==> config.mk <==
export PLATFORM = sky130hd
export DESIGN_NAME = cache_line_filler
export DESIGN_NICKNAME = d
export VERILOG_FILES = /design/src/rtl/retro_cache_pkg.sv /design/src/rtl/cache_fill_counter.sv /design/src/rtl/cache_line_filler.sv
export SDC_FILE = /design/constraint.sdc
export NUM_CORES = 1
export LEC_CHECK = 0
export BUFFER_PORTS_ARGS = -buffer_cell sky130_fd_sc_hd__buf_2
export CAP_MARGIN = 20
export CORE_MARGIN = 2
export CORE_UTILIZATION = 51
export CTS_CLUSTER_SIZE = 30
export DETAILED_ROUTE_END_ITERATION = 8
export PLACE_DENSITY = 0.85
export SETUP_SLACK_MARGIN = 0.5
export SLEW_MARGIN = 20
export SYNTH_ARGS = -nofsm -noshare
export SYNTH_HDL_FRONTEND = slang
export SYNTH_SLANG_ARGS = --single-unit
==> constraint.sdc <==
create_clock -name Clk -period 3.87 [get_ports Clk]
set_input_delay 0.774 -clock Clk [delete_from_list [all_inputs] [get_ports Clk]]
set_output_delay 0.774 -clock Clk [all_outputs]
set_load 0.03 [all_outputs]
==> src/rtl/retro_cache_pkg.sv <==
// Shared definitions for the cartridge-cache line filler.
//   fill_state_t : filler FSM states
//   CACHE_LINE_BITS / LINE_BYTES / COUNT_W : default line geometry
//   align_line() : clears the in-line offset bits of a byte address
package retro_cache_pkg;

  typedef enum logic [1:0] {
    IDLE   = 2'd0,
    FILL   = 2'd1,
    SETTLE = 2'd2
  } fill_state_t;

  localparam int CACHE_LINE_BITS = 7;
  localparam int LINE_BYTES      = 1 << CACHE_LINE_BITS;
  // One extra bit so a counter can reach LINE_BYTES and mean "done".
  localparam int COUNT_W         = CACHE_LINE_BITS + 1;

  // Wide enough for any realistic bank+address concatenation; callers
  // size-cast the result back to their own address width.
  localparam int ALIGN_W = 64;

  function automatic logic [ALIGN_W-1:0] align_line(input logic [ALIGN_W-1:0] addr,
                                                    input int line_bits);
    logic [ALIGN_W-1:0] mask;
    mask = '1;
    mask = mask << line_bits;
    return addr & mask;
  endfunction

endpackage

==> src/rtl/cache_fill_counter.sv <==
// Issue/receive byte counters for one line fill.
//   clk, reset_n   : clock, synchronous active-low reset
//   clear          : hold both counters at zero (filler idle)
//   issue_inc      : a backing-store request was accepted
//   recv_inc       : a response byte was written into the cache
//   issue_count    : requests accepted so far in this line
//   recv_count     : bytes received so far in this line
//   issue_done     : every byte of the line has been requested
//   recv_last      : the next received byte is the final one of the line
module cache_fill_counter #(
  parameter int LineBits = 7
) (
  input  logic              clk,
  input  logic              reset_n,
  input  logic              clear,
  input  logic              issue_inc,
  input  logic              recv_inc,
  output logic [LineBits:0] issue_count,
  output logic [LineBits:0] recv_count,
  output logic              issue_done,
  output logic              recv_last
);

  localparam logic [LineBits:0] ONE      = 1;
  localparam logic [LineBits:0] LAST_OFF = (1 << LineBits) - 1;

  always_ff @(posedge clk) begin
    if (!reset_n || clear) begin
      issue_count <= '0;
      recv_count  <= '0;
    end else begin
      if (issue_inc) issue_count <= issue_count + ONE;
      if (recv_inc)  recv_count  <= recv_count + ONE;
    end
  end

  // The top bit only sets once the count reaches the line size.
  assign issue_done = issue_count[LineBits];
  assign recv_last  = (recv_count == LAST_OFF);

endmodule

==> src/rtl/cache_line_filler.sv <==
// Miss-service controller in front of the one-cycle cartridge cache.
// On a core read miss it stalls the core (Delay), takes the cache port,
// streams one aligned line from the backing store into the cache, then
// spends one SETTLE cycle handing the port back so the replayed access hits.
//
// Ports
//   Clk, ResetN        : single clock, synchronous active-low reset
//   CoreAccess/Write   : core access strobe / write qualifier
//   CoreAddress/Bank   : core address within bank, current bank number
//   CacheDataReady     : cache hit for the current core read
//   Delay              : stall request to the CCCU
//   FillOwnsCache      : cache-port mux select (1 = filler)
//   FillAccess/Address/Data : cache write port driven during a fill
//   MemRead/MemAddress : backing-store request, held until MemReady
//   MemReady           : request accepted this cycle
//   MemValid/MemData   : in-order read response
//
// Handshake: a request transfers on a cycle where MemRead && MemReady;
// MemRead and MemAddress do not change until that cycle. Responses need
// no back-pressure: every MemValid cycle carries exactly one byte for the
// oldest outstanding request.
module cache_line_filler
  import retro_cache_pkg::*;
#(
  parameter int AddressBusWidth = 16,
  parameter int BankBits        = 8,
  parameter int DataBusWidth    = 8,
  parameter int CacheLineBits   = CACHE_LINE_BITS
) (
  input  logic                                Clk,
  input  logic                                ResetN,
  input  logic                                CoreAccess,
  input  logic                                CoreWrite,
  input  logic [AddressBusWidth-1:0]          CoreAddress,
  input  logic [BankBits-1:0]                 CoreBank,
  input  logic                                CacheDataReady,
  output logic                                Delay,
  output logic                                FillOwnsCache,
  output logic                                FillAccess,
  output logic [AddressBusWidth+BankBits-1:0] FillAddress,
  output logic [DataBusWidth-1:0]             FillData,
  output logic                                MemRead,
  output logic [AddressBusWidth+BankBits-1:0] MemAddress,
  input  logic                                MemReady,
  input  logic                                MemValid,
  input  logic [DataBusWidth-1:0]             MemData
);

  localparam int FullW = AddressBusWidth + BankBits;
  localparam int CntW  = CacheLineBits + 1;

  fill_state_t      state;
  logic [FullW-1:0] line_base;
  logic             delay_q;
  logic             owns_q;

  logic [CntW-1:0]  issue_count;
  logic [CntW-1:0]  recv_count;
  logic             issue_done;
  logic             recv_last;

  logic             miss;
  logic             start;
  logic             mem_read;
  logic             fill_access;
  logic [FullW-1:0] issue_addr;
  logic [FullW-1:0] recv_addr;

  assign miss  = CoreAccess & ~CoreWrite & ~CacheDataReady;
  // Only an idle filler reacts to the core; while filling, Delay has the
  // core frozen and whatever it presents is stale.
  assign start = ResetN & (state == IDLE) & miss;

  assign mem_read = (state == FILL) & ~issue_done;
  // A response with nothing outstanding (or outside FILL) is dropped.
  assign fill_access = (state == FILL) & MemValid & (recv_count != issue_count);

  // The line is aligned, so OR-ing the offset in never carries.
  assign issue_addr = line_base | {{(FullW-CntW){1'b0}}, issue_count};
  assign recv_addr  = line_base | {{(FullW-CntW){1'b0}}, recv_count};

  cache_fill_counter #(
    .LineBits (CacheLineBits)
  ) u_counter (
    .clk         (Clk),
    .reset_n     (ResetN),
    .clear       (state == IDLE),
    .issue_inc   (mem_read & MemReady),
    .recv_inc    (fill_access),
    .issue_count (issue_count),
    .recv_count  (recv_count),
    .issue_done  (issue_done),
    .recv_last   (recv_last)
  );

  always_ff @(posedge Clk) begin
    if (!ResetN) begin
      state     <= IDLE;
      line_base <= '0;
      delay_q   <= 1'b0;
      owns_q    <= 1'b0;
    end else begin
      case (state)
        IDLE: begin
          if (miss) begin
            line_base <= FullW'(align_line(ALIGN_W'({CoreBank, CoreAddress}), CacheLineBits));
            state     <= FILL;
            delay_q   <= 1'b1;
            owns_q    <= 1'b1;
          end
        end
        FILL: begin
          if (fill_access && recv_last) begin
            state  <= SETTLE;
            owns_q <= 1'b0;
          end
        end
        SETTLE: begin
          // Port is back with the core; Delay drops next cycle for the replay.
          state   <= IDLE;
          delay_q <= 1'b0;
        end
        default: begin
          state   <= IDLE;
          delay_q <= 1'b0;
          owns_q  <= 1'b0;
        end
      endcase
    end
  end

  // Delay rises combinationally in the miss cycle, then stays registered.
  assign Delay         = start | delay_q;
  assign FillOwnsCache = owns_q;
  assign MemRead       = mem_read;
  assign MemAddress    = mem_read ? issue_addr : '0;
  assign FillAccess    = fill_access;
  assign FillAddress   = fill_access ? recv_addr : '0;
  assign FillData      = fill_access ? MemData : '0;

  a_mem_valid_expected : assert property (@(posedge Clk) disable iff (!ResetN)
    MemValid |-> fill_access)
    else $warning("cache_line_filler: MemValid with no outstanding request, byte dropped");

endmodule
==> run metrics, run 1 <==
slowest stage delay, CP=0.68 ns; Synth Area in Compound Gates=around 13%; CTS tree=yes; Ys Warns=0; DRC errors left=0; Post-synth EDFFs=0; Syn Area/Cell=8.64 um^2; Syn-to-layout area delta=23.3%; worst slew pin tran=0.817 ns; placed inst area=0.00270 mm^2; worst-path cell chain=xor2_1, nor4_4, a21oi_4, and2_4, buf_2; critical path class=reg2out; most common flop cell mapped by yosys=dfxtp_1; Syn Nets=about 300; mux cell area share after synthesis=2.66%; sequential share of the synthesized area=between 30 and 40%; vias in the first global route=1,767; Final Core Density=around 65%; initial antenna violation count=0; # resized after CTS=0; family with the most delay on the worst path=compound AO/OA/AOI/OAI gates; Vias=2,001; std cell rows=24; maximum clock rate=0.319 GHz; largest net degree at the start of global routing=36; Max VDD drop=approximately 0.00013 V; Synth Register Bits=37; metal3 WL=between 300 and 400 um; PD cells=260 mW/mm^2; Post-CTS Hold Fix Bufs=0; RSZ-0062 raised after global routing=false; hold slack=between 0.4 and 0.5 ns; sum of negative setup slack=0 ns; RD Place Congestion=~0.86; Tot GR Track Use=20.4%; Final ANT Viol Nets=0; fin nets=387; WP data required=just over 3 ns; die footprint=between 0.004 and 0.005 mm^2; Tmin final=about 3.1 ns; Initial Utilization=approximately 53%; Yosys cell types=39; Worst-path clk slew=0.07 ns; n_diodes=0; Finished Layout Cells=399; Mapped Cells=261; share of post-route cells with drive strength above 1=39.2%; # port buffers=91; pre-CTS setup slack=1.00 ns; H-tree depth=2; DIE HEIGHT=70.5 um; Final WS setup=0.733 ns; top layer in use=met4; final instance area=0.00278 mm^2; CTS Sinks=37; crit path launch type=flip-flop; worst path bufs/invs=1; first-pass GRT wire length=8080 um; highest-delay cell along the critical path=a21oi_4; CTS Root Cell=clkbuf_8; Synth Area in XOR/XNOR=a little under 7%; later-pin clock latency in the skew report=0.29 ns; crit path DAT=2.36 ns; chip width=just over 70 um; Iter 0 DRT Violations=102; max cap viols=0; Power Total=722 uW; Setup-failing EPs final=0; clock buffer depth=2; Max Slew Vio Count=0; final period utilization=81.1%; ys async rst share=0%; class of the worst hold path=reg2reg; DR WL met2=2390 um; Synth Area in Adders=1.11%; simple-gate area share of the yosys netlist=39.5%; met1 WL=2190 um; Netlist Area Pre-Place=0.00225 mm^2; CTS buffer count=5; skew final=0.00471 ns; placed instance count=roughly 390; max_slew headroom=a little under half; DP Wirelength=3740 um; crit end category=primary output; leak pwr=1.32 nW; Core Box Area=0.00429 mm^2; IO Count=between 90 and 100; Post-CTS Setup Bufs=0; DR vias/cell=5.02; crit path max fanout=35; outcome=finished clean; Final Hold Fails=0; largest family of logic cells by synthesized area=simple AND/OR/NAND/NOR gates; gr ovfl total=0; Avg WL per Cell=12.6 um; drt first pass iters=4; drt total wl=around 5000 um
-- cell families after synthesis --
kind of cell	after synthesis
compound gates	38
xor+xnor	14
fa+ha+maj	2
buf+inv	16
flops	37
mux	6
simple gates	148
-- per-layer routing --
layer,up-vias,global-route usage (%)
met4,0,7.69
met2,68,33.1
met3,6,5.77
met5,-,0
li1,1028,-
met1,899,25.7
-- cells in the final DEF, fill, tap and decap left out, types with 3 or more instances in the layout --
cell / netlist / layout
and2_4: 22 / 22
and2_1: 34 / 34
nand3_1: 4 / 4
dfxtp_1: 37 / 37
o21ai_1: 4 / 4
nand2b_1: 8 / 8
buf_2: 2 / 91
xor2_2: 4 / 4
a211oi_1: 4 / 4
a21oi_1: 3 / 3
nand4_1: 4 / 4
a21boi_0: 8 / 8
mux2i_1: 6 / 6
nor2_1: 7 / 7
nand2_1: 54 / 54
xor2_1: 10 / 10
nor2b_1: 3 / 3
a21boi_1: 10 / 10
clkbuf_8: 0 / 5
-- synthesized netlist by cell type (4+ instances only) --
cell / n / area [um^2]
a211oi_1: 4 / 30.0
a21boi_0: 8 / 60.1
a21boi_1: 10 / 75.1
and2_1: 34 / 213
and2_4: 22 / 193
buf_6: 4 / 45.0
clkbuf_1: 8 / 30.0
dfxtp_1: 37 / 741
mux2i_1: 6 / 60.1
nand2_1: 54 / 203
nand2b_1: 8 / 50.1
nand3_1: 4 / 20.0
nand4_1: 4 / 25.0
nor2_1: 7 / 26.3
o21ai_1: 4 / 20.0
xor2_1: 10 / 87.6
xor2_2: 4 / 65.1
-- flip-flops by register name, indices dropped and copies added, names as in the netlist --
signal and count:
line_base 17, u_counter.recv_count 8, FillOwnsCache 1, u_counter.issue_count 8
state 2, delay_q 1
-- cell type report --
cell class              count  area (um^2)
fillers                   367         1510
multi-input cells         208         1420
flip-flops and latches     37          741
repair buffers             93          470
clock buffers               6         72.6
well taps                  52         65.1
clock inverters             2         10.0
inverters                   1         3.75
-- final timing paths --
kind,start,end,slack (ns),cells past startpoint
setup / recovery,u_counter.issue_count[2]$_SDFFE_PP0P_,FillAddress[14],0.73,5
hold / removal,line_base[14]$_SDFFE_PN0P_,line_base[14]$_SDFFE_PN0P_,0.47,2
setup reg to reg,u_counter.issue_count[2]$_SDFFE_PP0P_,u_counter.recv_count[1]$_SDFFE_PP0N_,1.92,4
hold reg to reg,line_base[14]$_SDFFE_PN0P_,line_base[14]$_SDFFE_PN0P_,0.47,2
-- worst register-to-register path, delay by kind of cell (launching register included) --
kind | cells | cell delay (ns)
AO/OA/AOI/OAI | 1 | 0.68
XOR/XNOR | 1 | 0.34
flip-flops | 1 | 0.47
multiplexers | 1 | 0.26
AND/OR/NAND/NOR | 1 | 0.13
-- power by group --
part | total, mW | internal [mW] | switching [mW]
Clock | 0.261 | 0.125 | 0.137
Combinational | 0.0645 | 0.0270 | 0.0375
Sequential | 0.396 | 0.390 | 0.00655
No activity file was read; power rests on OpenSTA's default activity.
==> inputs of run 2 (changes only) <==
--- a/config.mk
+++ b/config.mk
@@ -8,10 +8,10 @@
 export BUFFER_PORTS_ARGS = -buffer_cell sky130_fd_sc_hd__buf_2
 export CAP_MARGIN = 20
 export CORE_MARGIN = 2
-export CORE_UTILIZATION = 51
+export CORE_UTILIZATION = 48
 export CTS_CLUSTER_SIZE = 30
 export DETAILED_ROUTE_END_ITERATION = 8
-export PLACE_DENSITY = 0.85
+export PLACE_DENSITY = 0.81
 export SETUP_SLACK_MARGIN = 0.5
 export SLEW_MARGIN = 20
 export SYNTH_ARGS = -nofsm -noshare
==> constraint.sdc (replaced) <==
create_clock -name Clk -period 3.01 [get_ports Clk]
set_input_delay 0.602 -clock Clk [delete_from_list [all_inputs] [get_ports Clk]]
set_output_delay 0.602 -clock Clk [all_outputs]
set_load 0.03 [all_outputs]
==> run metrics, run 2 (synthesized netlist as in run 1, its figures left out) <==
outcome=finished clean; gr ovfl total=0; Final Hold Fails=0; placed inst area=0.00273 mm^2; class of the worst hold path=reg2reg; later-pin clock latency in the skew report=0.29 ns; critical path class=reg2out; skew final=0.00583 ns; worst hold path stage count=2; Syn-to-layout area delta=30.7%; placed instance count=394; drt first pass iters=4; Max Slew Vio Count=0; CTS Root Cell=clkbuf_8; drt total wl=5320 um; initial antenna violation count=0; R2R Setup Slk=1.32 ns; biggest regs=line_base (17), u_counter.issue_count (8), u_counter.recv_count (8); share of post-route cells with drive strength above 1=~45%; vias in the first global route=1,869; max reg flops=17; worst-path cell chain=xor2_2, nor4_4, a21oi_4, buf_4, and2_4, buf_2; Worst-path clk slew=0.08 ns; largest register by flop count=line_base; IO Count=99; Vias=2,069; R2R Path End=line_base[9]$_SDFFE_PN0P_; final instance area=0.00295 mm^2; DIE HEIGHT=72.5 um; crit path max fanout=9; DRC errors left=0; met2 GRT Util=34.9%; crit end category=primary output; first-pass GRT wire length=8450 um; commonest non-fill, non-tap cell in the layout=buf_2; CTS Sinks=37; Final Core Density=66.3%; met1 Use GR=25.4%; worst slew pin tran=roughly 0.81 ns; most used routing layer in global routing=met2; hold_sp=delay_q$_SDFFE_PN0P_; RD Place Congestion=0.806; M3 GR Usage=5.28%; Final ANT Viol Nets=0; Critical R2R Launch=state[1]$_SDFFE_PN0P_; highest-delay cell along the critical path=nor4_4; worst hold endpoint=delay_q$_SDFFE_PN0P_; # port buffers=91; H-tree depth=2; Initial Utilization=50.7%; Max VDD drop=0.000312 V; WP data required=between 2 and 2.5 ns; Avg WL per Cell=13.0 um; clock buffer depth=2; sum of negative setup slack=0 ns; RSZ-0062 raised after global routing=true; crit path launch type=flip-flop; max_slew headroom=45.7%; fin nets=396; maximum clock rate=0.404 GHz; chip width=about 73 um; PD cells=349 mW/mm^2; worst path bufs/invs=2; DP Wirelength=between 3000 and 4000 um; crit path from=u_counter.issue_count[0]$_SDFFE_PP0P_; Post-CTS Hold Fix Bufs=0; crit path DAT=1.87 ns; Tot GR Track Use=20.5%; Tmin final=2.48 ns; die footprint=between 0.005 and 0.006 mm^2; max cap viols=0; std cell rows=24; slowest stage delay, CP=0.39 ns; DR vias/cell=between 5 and 6; largest net degree at the start of global routing=26; Setup-failing EPs final=0; worst reg-to-reg path cell count=4; CTS buffer count=5; leak pwr=1.38 nW; most frequent cells in the layout=buf_2, nand2_1, and2_1; Core Box Area=0.00444 mm^2; Finished Layout Cells=roughly 410; final period utilization=82.3%; family with the most delay on the worst path=simple AND/OR/NAND/NOR gates; CTS tree=yes; n_diodes=0; Iter 0 DRT Violations=117
## run 2: cell count changes in the layout (fill, tap and decap cells not counted), sizes merged
cell      change
buf           +9
bufinv        +1
clkbuf        -1
clkinv        -1
clkinvlp      +1
## run 2: how the worst max path moves through the flow
stage                           end  cells after the start
detailed placement  FillAddress[23]                      6
floorplan            FillAddress[1]                      6
global placement    FillAddress[23]                      6
global route         FillAddress[0]                      6
CTS                 FillAddress[23]                      6
finish              FillAddress[12]                      6
## run 2: per-layer routing
metal,vias up,share of wire [%]
met4,0,1.3
met3,9,8.3
li1,1043,-
met1,923,42
met2,94,48
met5,-,0
## run 2: worst register-to-register path, cell delays in order (launching register included)
cell and delay, ns:
dfxtp_1 0.42, nor4b_2 0.44, nand2b_1 0.45, nand2_1 0.20, a21boi_0 0.09
## run 2: cell type report
class	instances	area, um^2
inverter	1	3.75
sequential	37	757
clock inverter	3	46.3
timing repair buffer	102	553
fill	379	1500
clock buffer	5	68.8
multi-input combinational	208	1450
tap	52	65.1
## run 2: where the power goes
group | switching [mW] | internal [mW] | total [mW]
clock | 0.187 | 0.248 | 0.435
combinational | 0.0498 | 0.0365 | 0.0862
sequential | 0.00857 | 0.500 | 0.509
total | 0.245 | 0.784 | 1.03
## run 2: per-stage QoR
| stage | setup slack, ns | total power, mW | hold WS, ns |
|---|---|---|---|
| floorplan | 0.842 | 0.568 | 0.444 |
| global placement | 0.585 | 0.603 | 0.455 |
| detailed placement | 0.537 | 0.605 | 0.466 |
| CTS | 0.514 | 1.04 | 0.476 |
| global route | 0.428 | 1.07 | 0.497 |
| finish | 0.534 | 1.03 | 0.474 |
## run 2: what timing repair did
action / in CTS / in global routing
endpoints found under the setup margin: 48 / 32
gates resized for setup: 6 / 13
cloned: 0 / 0
buffers inserted: 5 / 1
pin swaps: 3 / 3
==> inputs of run 3 (changes only) <==
--- a/config.mk
+++ b/config.mk
@@ -8,10 +8,10 @@
 export BUFFER_PORTS_ARGS = -buffer_cell sky130_fd_sc_hd__buf_2
 export CAP_MARGIN = 20
 export CORE_MARGIN = 2
-export CORE_UTILIZATION = 48
+export CORE_UTILIZATION = 43
 export CTS_CLUSTER_SIZE = 30
 export DETAILED_ROUTE_END_ITERATION = 8
-export PLACE_DENSITY = 0.81
+export PLACE_DENSITY = 0.77
 export SETUP_SLACK_MARGIN = 0.5
 export SLEW_MARGIN = 20
 export SYNTH_ARGS = -nofsm -noshare
==> constraint.sdc (replaced) <==
create_clock -name Clk -period 2.16 [get_ports Clk]
set_input_delay 0.432 -clock Clk [delete_from_list [all_inputs] [get_ports Clk]]
set_output_delay 0.432 -clock Clk [all_outputs]
set_load 0.03 [all_outputs]
==> run metrics, run 3 (synthesized netlist as in run 1, its figures left out) <==
outcome=complete, but fails checks; failing checks=negative setup slack; Iter 0 DRT Violations=196; Tmin final=2.29 ns; critical path class=reg2out; class of the worst hold path=in2reg; largest net degree at the start of global routing=19; CTS Sinks=37; clock buffer depth=2; die footprint=0.00584 mm^2; placed inst area=between 0.003 and 0.004 mm^2; highest-delay cell along the critical path=dfxtp_2; fin nets=457; PD cells=roughly 370 mW/mm^2; max reg flops=17; CTS tree=yes; DR vias/cell=roughly 5.4; crit path DAT=1.86 ns; Final Hold Fails=0; # fillers=248; DRC errors left=0; chip width=between 70 and 80 um; IO Count=99; Worst-path clk slew=0.09 ns; DIE HEIGHT=76.4 um; CTS Root Cell=clkbuf_8; final period utilization=106%; worst slew pin tran=0.494 ns; maximum clock rate=roughly 0.44 GHz; WP data required=1.73 ns; leak pwr=between 1.5 and 2 nW; Core Box Area=0.00507 mm^2; Syn-to-layout area delta=85.3%; RSZ-0062 raised after global routing=true; Max Slew Vio Count=0; biggest regs=line_base (17), u_counter.issue_count (8), u_counter.recv_count (8); Setup-failing EPs final=33; largest register by flop count=line_base; max_slew headroom=67.1%; vias in the first global route=between 2,000 and 3,000; final instance area=0.00418 mm^2; R2R Setup Slk=0.40 ns; RD Place Congestion=0.872; skew final=0.0126 ns; commonest non-fill, non-tap cell in the layout=buf_6; Final WS setup=-0.128 ns; slowest stage delay, CP=0.36 ns; Avg WL per Cell=19.2 um; Vias=between 2,000 and 3,000; most frequent cells in the layout=buf_6, and2_4, nand2_1; hold slack=between 0.3 and 0.4 ns; DP Wirelength=4190 um; crit path launch type=flip-flop; drt first pass iters=4; H-tree depth=2; first-pass GRT wire length=12,700 um; Final ANT Viol Nets=0; Post-CTS Hold Fix Bufs=0; later-pin clock latency in the skew report=0.31 ns; initial antenna violation count=0; share of post-route cells with drive strength above 1=65.9%; gr ovfl total=0; std cell rows=26; crit end category=primary output; max cap viols=0; Power Total=1.54 mW; Tot GR Track Use=27.3%; worst-path cell chain=nor2b_1, nand2_1, a21oi_4, clkbuf_16, and2_4, buf_6; Initial Utilization=44.4%; n_diodes=0; Max VDD drop=0.000414 V; crit path max fanout=6; CTS buffer count=5; drt total wl=9350 um; # port buffers=91
run 3: cell count changes in the layout (fill, tap and decap cells not counted), moves of 3 or more:
cell / delta
buf_2: -58
a211oi_1: -4
nand2_1: -3
and2_1: -32
xor2_4: +3
xor2_2: -4
dfxtp_2: +7
dfxtp_1: -7
a211oi_2: +4
and2_4: +33
buf_4: +33
buf_6: +82
run 3: worst max-delay path: cells and delay by family (launching register included):
family / cells / cell delay (ns)
simple gates: 3 / 0.60
buf+inv: 2 / 0.32
flops: 1 / 0.36
compound gates: 1 / 0.27
run 3: final cells by class:
cell class / count / area, um^2 / share of cell area, %
Clock buffer: 6 / 72.6 / 1.74
Multi-Input combinational cell: 209 / 1710 / 40.9
Tap cell: 70 / 87.6 / 2.10
Inverter: 1 / 3.75 / 0.0898
Sequential cell: 37 / 766 / 18.3
Timing Repair Buffer: 162 / 1500 / 35.9
Clock inverter: 2 / 38.8 / 0.928
run 3: stage by stage:
stage / TNS [ns] / worst slack, ns / utilization (%) / instances
2_1_floorplan: 0 / 0.261 / - / 261
3_3_place_gp: -3.94 / -0.132 / 59.9 / 440
3_5_place_dp: -5.93 / -0.204 / 59.9 / 440
4_1_cts: -4.10 / -0.146 / 78.1 / 477
5_1_grt: -4.44 / -0.171 / 82.3 / 487
6_report: -3.19 / -0.128 / 82.3 / 487
run 3: worst paths after layout:
kind,startpoint,to,depth (start not counted)
setup / recovery,state[0]$_SDFFE_PN0P_,FillAddress[9],6
setup reg to reg,state[1]$_SDFFE_PN0P_,u_counter.recv_count[7]$_SDFFE_PP0N_,8
hold / removal,CoreAddress[10],line_base[10]$_SDFFE_PN0P_,3
hold reg to reg,line_base[15]$_SDFFE_PN0P_,line_base[15]$_SDFFE_PN0P_,2
run 3: report_power, final:
part	switching (mW)	leakage, nW	internal [mW]
Combinational	0.101	1.50	0.0961
Clock	0.285	0.0554	0.347
Sequential	0.0145	0.309	0.697
Total	0.401	1.86	1.14
run 3: timing repair:
item,4_1_cts,5_1_grt
pin swaps,28,15
endpoints found under the hold margin,0,0
setup endpoints to repair,64,77
gates cloned,6,0
gates resized for setup,184,34
setup buffers,23,10
run 3: routing by layer:
metal	track usage (%)	vias up	wire length [um]
met4	11.8	0	395
li1	-	1179	-
met5	0	-	0
met1	29.5	1238	3430
met2	50.7	164	4800
met3	5.92	42	728
